`config.mk`:
```
export PLATFORM = sky130hd
export DESIGN_NAME = spram_responder
export DESIGN_NICKNAME = d
export VERILOG_FILES = /design/src/rtl/spram_responder.sv
export SDC_FILE = /design/constraint.sdc
export NUM_CORES = 1
export LEC_CHECK = 0
export ABC_CLOCK_PERIOD_IN_PS = 3300
export BUFFER_PORTS_ARGS = -buffer_cell sky130_fd_sc_hd__buf_2
export CORE_MARGIN = 2
export CORE_UTILIZATION = 50
export DETAILED_ROUTE_END_ITERATION = 8
export GPL_TIMING_DRIVEN = 0
export MAX_ROUTING_LAYER = met4
export PLACE_DENSITY_LB_ADDON = 0.25
export SETUP_SLACK_MARGIN = 0.15
export SLEW_MARGIN = 10
export SYNTH_ARGS = -nofsm -noshare
export SYNTH_HDL_FRONTEND = slang
export SYNTH_SLANG_ARGS = --single-unit
```
`constraint.sdc`:
```
create_clock -name clk -period 3.3 [get_ports clk]
set_input_delay 0.66 -clock clk [delete_from_list [all_inputs] [get_ports clk]]
set_output_delay 0.66 -clock clk [all_outputs]
set_load 0.02 [all_outputs]
```
`src/rtl/spram_responder.sv`:
```
// SB_SPRAM256KA front end: posted writes, in-order read returns through a
// 4-deep response FIFO, and automatic standby after a quiet period.
module spram_responder #(
    parameter int unsigned IDLE_CYCLES = 64,
    parameter int unsigned WAKE_CYCLES = 2
) (
    input  logic        clk,
    input  logic        rst_n,
    input  logic        req_valid,
    output logic        req_ready,
    input  logic        req_we,
    input  logic [13:0] req_addr,
    input  logic [15:0] req_wdata,
    input  logic [3:0]  req_mask,
    output logic        rsp_valid,
    output logic [15:0] rsp_rdata,
    input  logic        rsp_ready,
    output logic [13:0] ram_addr,
    output logic [15:0] ram_datain,
    output logic [3:0]  ram_maskwren,
    output logic        ram_wren,
    output logic        ram_cs,
    output logic        ram_standby,
    input  logic [15:0] ram_dataout
);
    localparam int unsigned DW    = 16;
    localparam int unsigned DEPTH = 4;
    localparam int unsigned PW    = $clog2(DEPTH);
    localparam int unsigned CW    = $clog2(DEPTH) + 1;
    localparam int unsigned IW    = $clog2(IDLE_CYCLES + 1);
    localparam int unsigned WW    = (WAKE_CYCLES > 1) ? $clog2(WAKE_CYCLES) : 1;

    typedef enum logic [1:0] {
        ST_RUN     = 2'd0,
        ST_STANDBY = 2'd1,
        ST_WAKE    = 2'd2
    } state_t;

    state_t          state, state_n;
    logic [IW-1:0]   idle_cnt, idle_cnt_n;
    logic [WW-1:0]   wake_cnt, wake_cnt_n;

    logic            rd_s1;
    logic            rd_s2;
    logic [DW-1:0]   fifo_mem [DEPTH];
    logic [PW-1:0]   wr_ptr;
    logic [PW-1:0]   rd_ptr;
    logic [PW-1:0]   rd_ptr_n;
    logic [CW-1:0]   count;
    logic [CW-1:0]   count_n;
    logic [CW-1:0]   rif;
    logic [CW-1:0]   rif_n;

    logic            accept;
    logic            rd_accept;
    logic            push;
    logic            pop;
    logic            quiet;
    logic            ready_n;
    logic [DW-1:0]   head_n;

    // Handshakes and occupancy bookkeeping; rd_s1/rd_s2 track the two-cycle RAM read pipe
    always_comb begin
        accept    = req_valid && req_ready;
        rd_accept = accept && !req_we;
        push      = rd_s2;
        pop       = rsp_valid && rsp_ready;
        rif       = CW'(rd_s1) + CW'(rd_s2);
        rif_n     = CW'(rd_accept) + CW'(rd_s1);
        count_n   = count + CW'(push) - CW'(pop);
        rd_ptr_n  = rd_ptr + PW'(pop);
        quiet     = !accept && (rif == '0) && (count == '0);
    end

    // Power-state next-state logic
    always_comb begin
        state_n    = state;
        idle_cnt_n = '0;
        wake_cnt_n = '0;
        unique case (state)
            ST_RUN: begin
                if (quiet) begin
                    if (idle_cnt == IW'(IDLE_CYCLES - 1)) begin
                        state_n = ST_STANDBY;
                    end else begin
                        idle_cnt_n = idle_cnt + IW'(1);
                    end
                end
            end
            ST_STANDBY: begin
                if (req_valid) begin
                    state_n = ST_WAKE;
                end
            end
            ST_WAKE: begin
                if (wake_cnt == WW'(WAKE_CYCLES - 1)) begin
                    state_n = ST_RUN;
                end else begin
                    wake_cnt_n = wake_cnt + WW'(1);
                end
            end
            default: begin
                state_n = ST_RUN;
            end
        endcase
    end

    // Registered ready/head are computed from next-cycle occupancy so they match the live view
    always_comb begin
        ready_n = (state_n == ST_RUN) && (CW'(count_n + rif_n) < CW'(DEPTH));
        head_n  = (push && (wr_ptr == rd_ptr_n)) ? ram_dataout : fifo_mem[rd_ptr_n];
    end

    always_ff @(posedge clk or negedge rst_n) begin
        if (!rst_n) begin
            state    <= ST_RUN;
            idle_cnt <= '0;
            wake_cnt <= '0;
        end else begin
            state    <= state_n;
            idle_cnt <= idle_cnt_n;
            wake_cnt <= wake_cnt_n;
        end
    end

    always_ff @(posedge clk) begin
        if (push) begin
            fifo_mem[wr_ptr] <= ram_dataout;
        end
    end

    always_ff @(posedge clk or negedge rst_n) begin
        if (!rst_n) begin
            req_ready    <= 1'b1;
            rsp_valid    <= 1'b0;
            rsp_rdata    <= '0;
            rd_s1        <= 1'b0;
            rd_s2        <= 1'b0;
            wr_ptr       <= '0;
            rd_ptr       <= '0;
            count        <= '0;
            ram_addr     <= '0;
            ram_datain   <= '0;
            ram_maskwren <= '0;
            ram_wren     <= 1'b0;
            ram_cs       <= 1'b0;
            ram_standby  <= 1'b0;
        end else begin
            req_ready    <= ready_n;
            rsp_valid    <= (count_n != '0);
            rsp_rdata    <= (count_n != '0) ? head_n : '0;
            rd_s1        <= rd_accept;
            rd_s2        <= rd_s1;
            wr_ptr       <= wr_ptr + PW'(push);
            rd_ptr       <= rd_ptr_n;
            count        <= count_n;
            ram_cs       <= accept;
            ram_wren     <= accept && req_we;
            ram_maskwren <= (accept && req_we) ? req_mask : '0;
            if (accept) begin
                ram_addr <= req_addr;
            end
            if (accept && req_we) begin
                ram_datain <= req_wdata;
            end
            ram_standby  <= (state_n == ST_STANDBY);
        end
    end

endmodule

```
==> flow_metrics.tcl, run 1 <==
set metrics [dict create \
    power_switching_share 0.333 \
    path_cells "inv_1, ha_1, inv_1, ha_1, fa_1, xnor2_1, xnor2_2, nor3_4, buf_2, nor2_1" \
    clock.fmax_ghz 0.346 \
    layout.cell_area.non_filler_um2 6580 \
    cp-start-kind "register" \
    yosysWarnings 0 \
    crit_path_max_fanout 10 \
    io_pins 110 \
    critical_path_required_ns 3.68 \
    hold_path.class "in -> reg" \
    fin_worst_skew_ns 0.00986 \
    net-switching-power_w 0.00212 \
    status "completed" \
    critical_path.endpoint_type "register" \
    count_of_cell_types_in_the_netlist 34 \
    routabilityCongestion 0.749 \
    cts.path.max_buffers 2 \
    global_route.overflow_total 0 \
    clkSlewWorstSetupHoldPaths_ns 0.06 \
    post_drt_via_cell_ratio 4.94 \
    grt_pass1_wl_um 14300 \
    hold_violations 0 \
    cts_max_level 4 \
    drt_iter0_markers 102 \
    clock_power_share 0.269 \
    area.growth.synth_to_final_pct 25.5 \
    power.internal_w 0.00424 \
    drcViolationCount 0 \
    synth.net_count 352 \
    num_clock_sinks 138 \
    n_antenna_cell 0 \
    yosys_register_bits 138 \
    vias_in_the_first_global_route 2790 \
    design.final.nets 485 \
    layout_cells_sized_above_1 0.472 \
    cts_buffers 17 \
    grt.met1_usage 0.228 \
    period_needed_ns 2.89 \
    drt_wl_total_um 9070 \
    slowest_delay_ns 0.50 \
    holdWs_ns 0.358 \
    groute.layer.met2.usage 0.268 \
    power.density_nw_per_um2 967 \
    grt_max_degree 63 \
    cpMaxStageDelayCell "dfrtp_1" \
    power_leakage_nw 2.89 \
    worst_pin_slew_ns 0.886 \
    insertion_delay_ns 0.51 \
    timing.final.ws_setup_ns 0.408 \
    finalCritPeriodShare 0.876 \
    post_synth.cell_area_avg_um2 18.1 \
    grt_most_used_layer "met2" \
    finalMaxSlewViolations 0 \
    die_area_um2 11300 \
    holdBufCountCts 1 \
    most_common_library_cell_in_the_layout_ignoring_fill_and_taps "buf_2" \
    core-area_um2 10200 \
    cts_resized 0 \
    syn_area_um2 5240 \
    layout_common_cells "buf_2 (111), dfrtp_1 (73), edfxtp_1 (64)" \
    unrepaired_setup_endpoints_after_global_routing "no" \
    antenna_left 0 \
    starting_density_of_the_core 0.513 \
    peakVddDrop_mv 0.443 \
    post_drt_wl_per_cell_um 15.9 \
    finalSetupTns_ns 0 \
    netlist_instances 290 \
    area_after_dpl_um2 6030 \
    combinationalPowerShare 0.350 \
    clock_tree.root_cell "clkbuf_8" \
    die_y_extent_um 106 \
    chipWidth_um 106 \
    dr.pass1.iters 4 \
    half_perimeter_wire_length_of_the_detailed_placement_result_um 5940 \
    setup_viol 0 \
    preCtsSetupSlack_ns 0.159 \
    max-slew-margin-rel 0.409 \
    globalRouteTotalUtil 0.175 \
    cap_violations 0 \
    rows 37 \
    arrival_ns 3.27 \
    grt_antenna_before_repair 0 \
    grt_util_met3 0.0490 \
    seq_power_share 0.381 \
    route.vias.total 2827 \
    timing_worst_setup_path_type "reg -> reg" \
    post-cts-setup-buffer-count 0 \
    numPortBuffers 109 \
    tritoncts "done" \
    synth_sequential_area_ratio 0.720 \
]
[sequential cells by signal, summed over array words and instances, names as in the netlist]
signal        count
count             3
req_ready         1
state             2
fifo_mem         64
ram_addr         14
rd_s1             1
idle_cnt          7
rsp_rdata        16
ram_wren          1
rd_ptr            2
ram_maskwren      4
ram_datain       16
push              1
ram_standby       1
wake_cnt          1
ram_cs            1
rsp_valid         1
wr_ptr            2
[final timing paths]
check / end / slack (ns) / start / cells past startpoint
min reg2reg: wake_cnt / 0.41 / wake_cnt / 1
max in group asynchronous: req_ready / 2.17 / rst_n / 3
max: rsp_rdata[11] / 0.41 / push / 10
min: ram_maskwren[3] / 0.36 / req_mask[3] / 2
min in group asynchronous: rsp_rdata[15] / 0.55 / rst_n / 2
max reg2reg: rsp_rdata[11] / 0.41 / push / 10
[critical path: cells and delay by family, from the launching register on]
family | cells | cell delay, ns
and+or+nand+nor | 2 | 0.47
adders and majority gates | 3 | 0.87
xor gates and xnor gates | 2 | 0.38
DFF | 1 | 0.50
buffers and inverters | 3 | 0.54
[metal layers]
metal  up-vias  share of wire
li1       1331              -
met1      1401           0.44
met2        87           0.49
met3         8          0.054
met4         0         0.0098
met5         -              0
[cell type report]
cell class,count,area [µm²]
clock inverters,12,115
repair buffers,114,616
flip-flops and latches,138,3770
inverters,8,30.0
multi-input cells,136,1390
well taps,136,170
clock buffers,20,425
fillers,774,3650
plain buffers,8,65.1
[metrics by stage]
| step | cells | util | total power [W] |
|---|---|---|---|
| after floorplan | 290 | - | 0.00405 |
| after detailed placement | 539 | 0.590 | 0.00471 |
| after global placement | 535 | 0.582 | 0.00465 |
| final | 572 | 0.643 | 0.00636 |
| after CTS | 572 | 0.643 | 0.00644 |
| after global routing | 572 | 0.643 | 0.00672 |
[cells in the mapped netlist, drive strengths merged]
cell type / n / area share
a21o: 1 / 0.0014
a31o: 1 / 0.0017
and2: 5 / 0.0060
and3: 4 / 0.0048
buf: 7 / 0.012
clkbuf: 1 / 0.00072
dfrtp: 73 / 0.35
dfstp: 1 / 0.0050
edfxtp: 64 / 0.37
fa: 1 / 0.0038
ha: 6 / 0.014
inv: 8 / 0.0057
mux2: 30 / 0.064
mux2i: 16 / 0.031
mux4: 16 / 0.069
nand2: 5 / 0.0036
nand3: 4 / 0.0062
nor2: 26 / 0.019
nor3: 5 / 0.0069
nor3b: 1 / 0.0014
nor4: 1 / 0.0012
o21bai: 1 / 0.0014
o31ai: 2 / 0.0029
xnor2: 7 / 0.013
xnor3: 1 / 0.0045
xor2: 3 / 0.0064
[cell families (layout without fill, tap and decap cells)]
| group | Yosys count | after routing | synth area share |
|---|---|---|---|
| muxes | 62 | 62 | 0.164 |
| AOI/OAI and AO/OA | 5 | 5 | 0.00740 |
| and+or+nand+nor | 51 | 51 | 0.0487 |
| buffers and inverters | 16 | 162 | 0.0181 |
| DFF | 138 | 138 | 0.720 |
| adders and majority gates | 7 | 7 | 0.0181 |
| xor gates and xnor gates | 11 | 11 | 0.0241 |
[power groups by stage]
stage	combinational, W	sequential [W]	clock [W]
finish	0.00223	0.00242	0.00171
global route	0.00243	0.00247	0.00182
CTS	0.00227	0.00243	0.00175
detailed placement	0.00226	0.00246	0
global placement	0.00222	0.00243	0
floorplan	0.00121	0.00284	0
Note: power is estimated with default switching activity, not from simulation.
==> inputs of run 2 (changes only) <==
--- a/config.mk
+++ b/config.mk
@@ -8,7 +8,7 @@
 export ABC_CLOCK_PERIOD_IN_PS = 3300
 export BUFFER_PORTS_ARGS = -buffer_cell sky130_fd_sc_hd__buf_2
 export CORE_MARGIN = 2
-export CORE_UTILIZATION = 50
+export CORE_UTILIZATION = 54
 export DETAILED_ROUTE_END_ITERATION = 8
 export GPL_TIMING_DRIVEN = 0
 export MAX_ROUTING_LAYER = met4
==> run 2 against run 1 <==
Routed wire length rose by 0.77%. Final area rose by 0.48%. Via count increased by 1.5%. Worst hold slack barely moved. Clock-buffer cell count did not move. Clock skew down 0.0021 ns. Critical path type unchanged.
==> flow_metrics.tcl, run 2 (same netlist as run 1, synthesis figures left out) <==
set metrics [dict create \
    timing.critical_path.max_delay_family "adder cells" \
    vias_in_the_first_global_route 2938 \
    design_power_total_w 0.00645 \
    routabilityCongestion 0.698 \
    io_pins 110 \
    core-area_um2 9330 \
    cts_resized 0 \
    design.final.nets 486 \
    grt_antenna_before_repair 0 \
    globalRouteTotalUtil 0.193 \
    drcViolationCount 0 \
    cap_violations 0 \
    hold_path.class "in -> reg" \
    insertion_delay_ns 0.50 \
    cts.path.max_buffers 2 \
    cts_max_level 4 \
    dr.pass1.iters 4 \
    power_leakage_nw 2.94 \
    die_area_um2 10500 \
    setup_viol 0 \
    largest_register_ffs 64 \
    peakVddDrop_mv 0.480 \
    clock_tree.root_cell "clkbuf_8" \
    clkSlewWorstSetupHoldPaths_ns 0.06 \
    status "completed" \
    cp-start-kind "register" \
    rows 35 \
    die_y_extent_um 103 \
    drt_wl_total_um 9140 \
    critical_path_required_ns 3.68 \
    multi_input_comb_area_um2 1390 \
    cts_buffers 17 \
    global_route.overflow_total 0 \
    path_buf_inv 3 \
    post-route-util 0.709 \
    route.vias.total 2870 \
    timing_worst_setup_path_type "reg -> reg" \
    path_cells "inv_1, ha_1, inv_1, ha_1, fa_1, xnor2_1, xnor2_2, nor3_4, buf_2, nor2_1" \
    finalCritPeriodShare 0.869 \
    n_antenna_cell 0 \
    hold_violations 0 \
    antenna_left 0 \
    finalSetupTns_ns 0 \
    unrepaired_setup_endpoints_after_global_routing "no" \
    slowest_delay_ns 0.52 \
    starting_density_of_the_core 0.562 \
    cpMaxStageDelayCell "dfrtp_1" \
    max-slew-margin-rel 0.427 \
    chipWidth_um 103 \
    most_common_library_cell_in_the_layout_ignoring_fill_and_taps "buf_2" \
    drt_iter0_markers 84 \
    tritoncts "done" \
    arrival_ns 3.24 \
    grt_max_degree 65 \
    post_drt_wl_per_cell_um 16.2 \
    period_needed_ns 2.87 \
    registers.top_by_ff_count "fifo_mem" \
    clock.fmax_ghz 0.349 \
    area.growth.synth_to_final_pct 26.1 \
    layout_common_cells "buf_2 (111), dfrtp_1 (73), edfxtp_1 (64)" \
    numPortBuffers 109 \
    grt_pass1_wl_um 14400 \
    post_drt_via_cell_ratio 5.07 \
    ff_latch_area_um2 3770 \
    critical_path.endpoint_type "register" \
    fin_worst_skew_ns 0.00777 \
    largest_registers "fifo_mem: 64 flops, ram_datain: 16 flops, rsp_rdata: 16 flops" \
    layout_cells_sized_above_1 0.481 \
    crit_path_max_fanout 10 \
    half_perimeter_wire_length_of_the_detailed_placement_result_um 6010 \
    power.density_nw_per_um2 975 \
    finalMaxSlewViolations 0 \
    worst_pin_slew_ns 0.860 \
    fill_cells 636 \
    num_clock_sinks 138 \
]
==> run 2: cell types whose count changed in the layout (fill, tap and decap cells not counted) <==
cell,previous run,this run
inv_4,0,2
clkinv_4,0,1
clkbuf_1,4,1
clkinv_2,1,4
clkbuf_16,16,17
clkbuf_8,1,3
clkinvlp_4,6,0
buf_4,5,6
==> run 2: layout make-up <==
cell class                      instances  share of cell area
Clock inverter                         12              0.0161
Buffer                                  8             0.00984
Inverter                                8             0.00454
Tap cell                              129              0.0244
Clock buffer                           20              0.0706
Sequential cell                       138               0.571
Multi-Input combinational cell        136               0.210
Timing Repair Buffer                  115              0.0942
==> run 2: routing by layer <==
metal | up-vias | share of wire | GRT usage
li1 | 1343 | - | -
met1 | 1417 | 0.44 | 0.242
met2 | 101 | 0.49 | 0.309
met3 | 9 | 0.063 | 0.0590
met4 | 0 | 0.0074 | 0.0554
met5 | - | 0 | -
==> run 2: worst paths after layout <==
path                              from              end  slack, ns  cells past startpoint
setup / recovery                  push     rsp_rdata[7]       0.43                     10
hold reg to reg               wake_cnt         wake_cnt       0.42                      1
max in group asynchronous        rst_n        req_ready       2.19                      3
hold / removal             req_mask[1]  ram_maskwren[1]       0.36                      2
min in group asynchronous        rst_n     ram_addr[10]       0.53                      2
setup reg to reg                  push     rsp_rdata[7]       0.43                     10
==> run 2: through the flow <==
step / setup WS [ns] / area, µm² / hold WS [ns] / cells
after floorplan: 0.679 / 5240 / 0.364 / 290
after global placement: 0.0251 / 5950 / 0.395 / 528
after detailed placement: 0.193 / 6030 / 0.403 / 533
after CTS: 0.385 / 6610 / 0.340 / 566
after global routing: 0.249 / 6610 / 0.331 / 566
final: 0.433 / 6610 / 0.358 / 566
==> run 2: repair_timing <==
item | in CTS | in global routing
hold buffers | 1 | 0
endpoints found under the hold margin | 10 | 0
buffers inserted | 0 | 0
==> run 2: where the power goes <==
| part | leakage, nW | total [W] | switching, W | internal (W) |
|---|---|---|---|---|
| sequential | 1.49 | 0.00243 | 0.000181 | 0.00225 |
| combinational | 1.16 | 0.00223 | 0.00124 | 0.000990 |
| clock | 0.292 | 0.00179 | 0.000698 | 0.00109 |
| total | 2.94 | 0.00645 | 0.00212 | 0.00433 |
